## src/rtl/wave_capture_if.sv

```systemverilog
// Result channel of wave_capture: one period measurement per transfer,
// plus a sticky overrun flag for results dropped while the channel was full.
interface wave_capture_if #(
   parameter int DW       = 8,
   parameter int PERIOD_W = 16
);
   logic                meas_ready;
   logic                meas_valid;
   logic [PERIOD_W-1:0] meas_period;
   logic [DW-1:0]       meas_min;
   logic [DW-1:0]       meas_max;
   logic                meas_sat;
   logic                overrun;

   modport master (
      input  meas_ready,
      output meas_valid, meas_period, meas_min, meas_max, meas_sat, overrun
   );

   modport slave (
      output meas_ready,
      input  meas_valid, meas_period, meas_min, meas_max, meas_sat, overrun
   );
endinterface

```

## src/rtl/wave_capture.sv

```systemverilog
// Samples a slow ADC strobe, tracks level with hysteresis and reports period
// length (in samples) plus min/max per waveform period over a valid/ready register.
module wave_capture #(
   parameter int DW       = 8,
   parameter int PERIOD_W = 16,
   parameter int MID      = 128,
   parameter int HYST     = 16
) (
   input  logic          sys_clk,
   input  logic          sys_rst,
   input  logic          adc_clk,
   input  logic [DW-1:0] adc_data,
   wave_capture_if.master meas
);
   localparam logic [DW:0] TH_HI = (DW+1)'(MID + HYST);
   localparam logic [DW:0] TH_LO = (DW+1)'(MID - HYST);

   typedef enum logic {ARM, RUN} state_t;

   state_t              state_q, state_d;
   logic                s1_q, s1_d, s2_q, s2_d, s3_q, s3_d;
   logic [1:0]          warm_q, warm_d;
   logic                low_seen_q, low_seen_d;
   logic                stb_q, stb_d;
   logic [DW-1:0]       data_q, data_d;
   logic                level_q, level_d;
   logic [PERIOD_W-1:0] cnt_q, cnt_d;
   logic                sat_q, sat_d;
   logic [DW-1:0]       min_q, min_d, max_q, max_d;
   logic                valid_q, valid_d;
   logic [PERIOD_W-1:0] period_q, period_d;
   logic [DW-1:0]       omin_q, omin_d, omax_q, omax_d;
   logic                osat_q, osat_d;
   logic                ovr_q, ovr_d;

   logic                rise;
   logic                boundary;
   logic [DW:0]         samp;

   always_comb begin
      s1_d       = adc_clk;
      s2_d       = s1_q;
      s3_d       = s2_q;
      warm_d     = {warm_q[0], 1'b1};
      // A low level must be seen after the synchroniser has flushed, so a strobe
      // already high at reset release is not mistaken for a fresh rise.
      low_seen_d = low_seen_q | (warm_q[1] & ~s2_q);
      rise       = s2_q & ~s3_q & low_seen_q;
      stb_d      = rise;
      data_d     = rise ? adc_data : data_q;

      samp       = {1'b0, data_q};
      boundary   = stb_q & ~level_q & (samp >= TH_HI);

      state_d    = state_q;
      level_d    = level_q;
      cnt_d      = cnt_q;
      sat_d      = sat_q;
      min_d      = min_q;
      max_d      = max_q;
      valid_d    = valid_q;
      period_d   = period_q;
      omin_d     = omin_q;
      omax_d     = omax_q;
      osat_d     = osat_q;
      ovr_d      = ovr_q;

      if (valid_q && meas.meas_ready) valid_d = 1'b0;

      if (stb_q) begin
         if (!level_q && samp >= TH_HI)     level_d = 1'b1;
         else if (level_q && samp <= TH_LO) level_d = 1'b0;

         if (boundary) begin
            if (state_q == RUN) begin
               if (!valid_q || meas.meas_ready) begin
                  valid_d  = 1'b1;
                  period_d = cnt_q;
                  omin_d   = min_q;
                  omax_d   = max_q;
                  osat_d   = sat_q;
               end else begin
                  ovr_d    = 1'b1;
               end
            end
            state_d = RUN;
            cnt_d   = PERIOD_W'(1);
            sat_d   = 1'b0;
            min_d   = data_q;
            max_d   = data_q;
         end else if (state_q == RUN) begin
            if (cnt_q == '1) sat_d = 1'b1;
            else             cnt_d = cnt_q + PERIOD_W'(1);
            if (data_q < min_q) min_d = data_q;
            if (data_q > max_q) max_d = data_q;
         end
      end
   end

   always_ff @(posedge sys_clk or posedge sys_rst) begin
      if (sys_rst) begin
         state_q    <= ARM;
         s1_q       <= 1'b0;
         s2_q       <= 1'b0;
         s3_q       <= 1'b0;
         warm_q     <= '0;
         low_seen_q <= 1'b0;
         stb_q      <= 1'b0;
         data_q     <= '0;
         level_q    <= 1'b0;
         cnt_q      <= '0;
         sat_q      <= 1'b0;
         min_q      <= '0;
         max_q      <= '0;
         valid_q    <= 1'b0;
         period_q   <= '0;
         omin_q     <= '0;
         omax_q     <= '0;
         osat_q     <= 1'b0;
         ovr_q      <= 1'b0;
      end else begin
         state_q    <= state_d;
         s1_q       <= s1_d;
         s2_q       <= s2_d;
         s3_q       <= s3_d;
         warm_q     <= warm_d;
         low_seen_q <= low_seen_d;
         stb_q      <= stb_d;
         data_q     <= data_d;
         level_q    <= level_d;
         cnt_q      <= cnt_d;
         sat_q      <= sat_d;
         min_q      <= min_d;
         max_q      <= max_d;
         valid_q    <= valid_d;
         period_q   <= period_d;
         omin_q     <= omin_d;
         omax_q     <= omax_d;
         osat_q     <= osat_d;
         ovr_q      <= ovr_d;
      end
   end

   assign meas.meas_valid  = valid_q;
   assign meas.meas_period = period_q;
   assign meas.meas_min    = omin_q;
   assign meas.meas_max    = omax_q;
   assign meas.meas_sat    = osat_q;
   assign meas.overrun     = ovr_q;
endmodule
```

## src/flat_wrapper.sv

```systemverilog
// flat-port wrapper written by rule: the top's interface ports become plain ports
module wave_capture_flat 
#(
   parameter int DW       = 8,
   parameter int PERIOD_W = 16,
   parameter int MID      = 128,
   parameter int HYST     = 16
)
  (sys_clk, sys_rst, adc_clk, adc_data, meas_meas_ready, meas_meas_valid, meas_meas_period, meas_meas_min, meas_meas_max, meas_meas_sat, meas_overrun);
  wave_capture_if #(.DW(DW), .PERIOD_W(PERIOD_W)) meas_i ();
  input  logic sys_clk;
  input  logic sys_rst;
  input  logic adc_clk;
  input  logic [DW-1:0] adc_data;
  input wire logic [$bits(meas_i.meas_ready)-1:0] meas_meas_ready;
  output wire logic [$bits(meas_i.meas_valid)-1:0] meas_meas_valid;
  output wire logic [$bits(meas_i.meas_period)-1:0] meas_meas_period;
  output wire logic [$bits(meas_i.meas_min)-1:0] meas_meas_min;
  output wire logic [$bits(meas_i.meas_max)-1:0] meas_meas_max;
  output wire logic [$bits(meas_i.meas_sat)-1:0] meas_meas_sat;
  output wire logic [$bits(meas_i.overrun)-1:0] meas_overrun;
  assign meas_i.meas_ready = meas_meas_ready;
  assign meas_meas_valid = meas_i.meas_valid;
  assign meas_meas_period = meas_i.meas_period;
  assign meas_meas_min = meas_i.meas_min;
  assign meas_meas_max = meas_i.meas_max;
  assign meas_meas_sat = meas_i.meas_sat;
  assign meas_overrun = meas_i.overrun;
  wave_capture #(.DW(DW), .PERIOD_W(PERIOD_W), .MID(MID), .HYST(HYST)) u_core (.sys_clk(sys_clk), .sys_rst(sys_rst), .adc_clk(adc_clk), .adc_data(adc_data), .meas(meas_i));
endmodule
```

## config.mk

```make
export PLATFORM = sky130hd
export DESIGN_NAME = wave_capture_flat
export DESIGN_NICKNAME = d
export VERILOG_FILES = /design/src/rtl/wave_capture_if.sv /design/src/rtl/wave_capture.sv /design/src/flat_wrapper.sv
export SDC_FILE = /design/constraint.sdc
export NUM_CORES = 1
export LEC_CHECK = 0
export ABC_CLOCK_PERIOD_IN_PS = 3800
export CELL_PAD_IN_SITES_DETAIL_PLACEMENT = 1
export CELL_PAD_IN_SITES_GLOBAL_PLACEMENT = 1
export CORE_ASPECT_RATIO = 1.2
export CORE_MARGIN = 3
export CORE_UTILIZATION = 44
export DETAILED_ROUTE_END_ITERATION = 10
export GPL_ROUTABILITY_DRIVEN = 0
export GPL_TIMING_DRIVEN = 1
export PLACE_DENSITY_LB_ADDON = 0.2
export SLEW_MARGIN = 10
export SYNTH_ARGS = -nofsm -noshare
export SYNTH_HDL_FRONTEND = slang
export SYNTH_SLANG_ARGS = --single-unit
export TNS_END_PERCENT = 10
```

## constraint.sdc

```tcl
create_clock -name sys_clk -period 3.8 [get_ports sys_clk]
set_input_delay 0.95 -clock sys_clk [delete_from_list [all_inputs] [get_ports sys_clk]]
set_output_delay 0.95 -clock sys_clk [all_outputs]
set_load 0.005 [all_outputs]
```

# Yosys cells after proc, flatten, opt, wreduce, memory -nomap -nowiden
# Index checks and enable logic that the tools add are counted.
# op_classes
bitwise,10
muxes,19
eq_ne,2
n_reduce_logical,19
n_lt_le_gt_ge,4
add_sub_neg,1
# op_table
cell,count
two-way mux 16 bit,3
two-way mux 8 bit,6
"adder 16 x 1 -> 16 bit, second input constant",1
"== test 16 bit, second input constant",1
AND reduction 3 bit,4
two-way mux 1 bit,10
nonzero test 2 bit,5
">= comparator 8 bit, second input constant",1
> comparator 8 bit,1
"less-or-equal comparator 8 x 7 -> 1 bit, second input constant",1
less-than comparator 8 bit,1
AND reduction 4 bit,2
AND 1 bit,5
inverter 1 bit,4
AND reduction 2 bit,2
logical AND 1 bit,3
zero test 1 bit,2
"inequality test 2 x 1 -> 1 bit, second input constant",1
logical OR 1 bit,1
bitwise OR 1 bit,1
# word_totals
out_inout_bits,35
input_bits,12
reg_bits,85

# Longest topological paths before layout
# depth
word_depth,6
mapped_depth,8
ltp_nobuf,7

# Worst setup path before layout
# Ideal clock, no wire load.
# synth_timing
path_type,register -> register
startpoint,register u_core.data_q[1]
endpoint,register u_core.max_q[4]
slack_ps,1788
setup_time_ps,125
required_time_ps,3675
arrival_time_ps,1887
stages_incl_launch_ff,7
n_path_buf,0
path_cell_list,dfrtp_1 -> ha_1 -> nand2_1 -> nor2_1 -> a21oi_1 -> a221oi_4 -> mux2_4
# synth_between
elab_chain_len,4
# synth_lines
item,line_no,source
start: declaration,wave_capture.sv:25,"logic [DW-1:0] data_q, data_d;"
start signal: assignment,wave_capture.sv:129,data_q <= data_d;
>= comparator 8 bit,wave_capture.sv:53,boundary = stb_q & ~level_q & (samp >= TH_HI);
AND 1 bit,wave_capture.sv:53,
nonzero test 2 bit (no line),-,
AND reduction 3 bit (no line),-,
end signal: assignment,wave_capture.sv:134,max_q <= max_d;
end: declaration,wave_capture.sv:29,"logic [DW-1:0] min_q, min_d, max_q, max_d;"
# Parallel ways exist; a longest one is shown, timed or not.
# A chain may end at the register's enable or synchronous reset.

# Worst setup path in the final report
# layout_timing
startpoint,register u_core.data_q[5]
endpoint,"register u_core.omax_q[6], in the netlist u_core.meas.meas_max[6]"
# layout_between
elab_chain_len,3
# layout_lines
item,line_no,source
>= comparator 8 bit,wave_capture.sv:53,
AND 1 bit,wave_capture.sv:53,
AND reduction 4 bit (no line),-,
end signal: assignment,wave_capture.sv:138,omax_q <= omax_d;
end: declaration,wave_capture.sv:32,"logic [DW-1:0] omin_q, omin_d, omax_q, omax_d;"
# No other way between the ends.

==> impl_results.rst <==
.. list-table::
   :header-rows: 1

   * - Metric
     - Value
   * - Sequential Area
     - 2130 um2
   * - Slew at the pin closest to its max-slew limit
     - 766 ps
   * - Number of top-level pins
     - 47
   * - Die W
     - a little over 90 um
   * - CP Buf/Inv Count
     - 1
   * - Worst-skew pair later-pin latency
     - around 360 ps
   * - Clock sink count
     - 85
   * - Number of DRC violations after detailed routing
     - 0
   * - Count of final hold-check violations
     - 0
   * - DPL Wire Length
     - about 5.7 mm
   * - Setup TNS Final
     - 0 ps
   * - Final critical-path required period
     - 2700 ps
   * - Setup repair bufs after CTS
     - 0
   * - Part of the power in registers
     - 0.460
   * - Sequential fraction of the synthesis area
     - 0.558
   * - Classification of the worst setup path
     - flop to flop
   * - Final worst clock skew
     - just under 8 ps
   * - Row count
     - 36
   * - Nature of the critical path endpoint
     - flop
   * - H-tree level count
     - 3
   * - Initial standard-cell utilization of the core
     - 0.460
   * - Switching power as a share of total power
     - 0.306
   * - Number of buffers added on ports
     - between 40 and 50
   * - Diode count
     - 0
   * - Resize count post-CTS
     - 0
   * - Total non-filler cell area in the finished layout
     - 4600 um2
   * - Critical path required time
     - roughly 4000 ps
   * - Combinational group share of total power
     - 0.316
   * - Total nets after synthesis
     - between 300 and 400
   * - Commonest non-fill, non-tap cell in the layout
     - sky130_fd_sc_hd__dfrtp_1
   * - Synthesized area
     - approximately 3800 um2
   * - Core Area
     - between 8000 and 9000 um2
   * - Post-Synthesis Mean Instance Area
     - between 10 and 15 um2
   * - Cell variety after synth
     - 44
   * - Total vias in the final route
     - about 2600
   * - Overall die area
     - between 9000 and 10000 um2
   * - Maximum vdd ir drop
     - between 200 and 300 uV
   * - Outcome
     - completed
   * - Instance area at placement
     - roughly 4400 um2
   * - Die span in y
     - around 110 um
   * - Area taken by multi-input logic gates
     - ~1600 um2
   * - Worst slew margin relative to its limit
     - 0.487
   * - Final-report setup violation count
     - 0
   * - Net count of the finished layout
     - approximately 410
   * - Critical Path Max Stage Delay
     - 680 ps
   * - Count of hold buffers inserted by post-cts repair
     - 0
   * - Via-per-instance ratio
     - 5.16
   * - Clock root buffer
     - sky130_fd_sc_hd__clkbuf_8
   * - Max-slew violations
     - 0
   * - Number of buffers on the longest clock path
     - 2
   * - Total grt overflow
     - 0
   * - Cell-by-cell listing of the critical path
     - nor3_2 -> nor3_4 -> nand3_2 -> buf_4 -> nand2_1 -> o21ai_1
   * - Type of the tightest min-delay check
     - flop to flop
   * - Routed Antenna Nets
     - 0
   * - Startpoint kind of the worst setup timing path
     - flop
   * - Clk slew on worst S/H paths
     - around 80 ps
   * - Gate count after technology mapping
     - 330
   * - Number of antenna violations at the first check in global routing
     - 0
   * - Fraction of final layout cells sized beyond drive strength 1
     - 0.111
   * - Unrepaired setup endpoints after global routing
     - false
   * - Flip-flop and latch count after synthesis
     - 85
   * - Number of clock buffers inserted by TritonCTS
     - 9
   * - TritonCTS clock tree
     - done
   * - Hold Slack
     - approximately 360 ps
   * - Wire length after detailed routing
     - a little under 8 mm
   * - Maximum number of pins on one net before global-route repair
     - 86
   * - Filler cell count
     - between 900 and 1000
   * - Wire length of the first global-routing pass
     - approximately 14 mm
   * - Number of global-route vias before repair
     - ~2800
   * - TritonRoute pass-1 iters
     - 4
   * - Max-capacitance violation count
     - 0
   * - Power dissipated by switching net loads
     - 0.862 mW
   * - Pint
     - slightly below 2 mW
   * - P&R area growth vs syn
     - 20.7%
   * - Cell with the biggest individual delay on the critical path
     - sky130_fd_sc_hd__nand3_2
   * - Detailed-route wire length per cell
     - approximately 16 um
   * - Max Fanout on Critical Path
     - 29
   * - Leak pwr
     - 2.17 nW
   * - Initial detailed-routing violation count
     - between 90 and 100
   * - Kind of cell with the highest combined delay on the critical path
     - simple AND/OR/NAND/NOR gates
   * - Period utilization
     - 0.711
   * - Count of warnings emitted by yosys
     - 0
   * - Layout Utilization
     - 0.556
   * - Data arrival time of the worst path
     - ~2900 ps
   * - Highest achievable clock rate
     - between 300 and 400 MHz
   * - GRT Total Usage
     - 0.180
   * - Power per cell area
     - 611 nW/um2
   * - Clock group share of total power
     - 0.224
   * - Leading cell types in the layout, fill and taps excluded
     - 85 x sky130_fd_sc_hd__dfrtp_1, 56 x sky130_fd_sc_hd__nand2_1, 46 x sky130_fd_sc_hd__clkdlybuf4s50_1, 20 x sky130_fd_sc_hd__inv_1
   * - Total power of the final layout
     - approximately 2.8 mW
## cell type report
class                      count  area share
clock buffer                  12      0.0315
inverter                      22      0.0182
multi-input combinational    214       0.339
sequential                    85       0.462
tap                          114      0.0310
clock inverter                 4      0.0103
timing repair buffer          49       0.108
## power groups by stage
stage,clock (mW),combinational [mW],sequential (mW)
floorplan,0,0.564,1.27
global placement,0,0.864,1.31
detailed placement,0,0.903,1.31
CTS,0.655,0.912,1.30
global route,0.691,0.999,1.33
finish,0.630,0.891,1.29
## final timing paths
check | startpoint | to | slack (ps) | depth (start not counted)
max | u_core.data_q[5] | u_core.meas.meas_max[6] | 1100 | 6
min | u_core.warm_q[0] | u_core.warm_q[1] | 360 | 0
max reg2reg | u_core.data_q[5] | u_core.meas.meas_max[6] | 1100 | 6
min reg2reg | u_core.warm_q[0] | u_core.warm_q[1] | 360 | 0
max in group asynchronous | sys_rst | u_core.meas.meas_max[3] | 2460 | 3
min in group asynchronous | sys_rst | u_core.meas.meas_period[2] | 1000 | 3
## stage by stage
step           cells  setup WS [ps]
2_1_floorplan    330            657
3_3_place_gp     484           1010
3_5_place_dp     484            929
4_1_cts          500            965
5_1_grt          500            815
6_report         500           1100
## routing by layer
layer  up-vias  global-route usage  wire length [um]
li1       1245                   -                 -
met5         -                   0                 0
met3        11              0.0334               238
met1      1284               0.210              3310
met2        39               0.322              4150
met4         0              0.0830               159
## sequential cells by signal, indices dropped and copies added, names as in the netlist
| register | cells |
|---|---|
| u_core.cnt_q | 16 |
| u_core.meas.meas_period | 16 |
| u_core.data_q | 8 |
| u_core.max_q | 8 |
| u_core.meas.meas_max | 8 |
| u_core.meas.meas_min | 8 |
| u_core.min_q | 8 |
| u_core.warm_q | 2 |
| u_core.level_q | 1 |
| u_core.low_seen_q | 1 |
| u_core.meas.meas_sat | 1 |
| u_core.meas.meas_valid | 1 |
| u_core.meas.overrun | 1 |
| u_core.s1_q | 1 |
| u_core.s2_q | 1 |
| u_core.s3_q | 1 |
| u_core.sat_q | 1 |
| u_core.state_q | 1 |
| u_core.stb_q | 1 |
## cell usage after synthesis (all sizes together)
cell | count | area [um2]
o2111ai | 1 | 8.76
nand3 | 5 | 25.0
o21ai | 23 | 115
nor2 | 17 | 63.8
a2111oi | 1 | 15.0
buf | 6 | 36.3
and3 | 2 | 12.5
clkbuf | 3 | 11.3
mux2 | 33 | 432
or4 | 1 | 8.76
nand4 | 3 | 25.0
clkinv | 1 | 3.75
inv | 21 | 78.8
ha | 16 | 200
or3 | 2 | 12.5
o211a | 1 | 10.0
a211o | 1 | 8.76
xnor2 | 11 | 96.3
nand3b | 2 | 15.0
a31oi | 6 | 37.5
nor3 | 6 | 46.3
conb | 1 | 3.75
a21oi | 7 | 35.0
nor4b | 1 | 8.76
o21bai | 1 | 7.51
o311ai | 1 | 8.76
nand2 | 56 | 210
nor3b | 1 | 7.51
a221oi | 1 | 26.3
dfrtp | 85 | 2130
a21o | 2 | 15.0
nand2b | 3 | 18.8
nor4 | 5 | 52.6
and4 | 2 | 17.5
and2 | 1 | 6.26
a211oi | 1 | 7.51
## cells by family after synthesis
family	Yosys count	synth area share
AND/OR/NAND/NOR	107	0.139
flip-flops	85	0.558
AO/OA/AOI/OAI	46	0.0774
multiplexers	33	0.113
buffers and inverters	31	0.0341
adder cells (fa/ha/maj)	16	0.0525
XOR/XNOR	11	0.0253
other	1	0.000983
No activity file was read; power rests on OpenSTA's default activity.
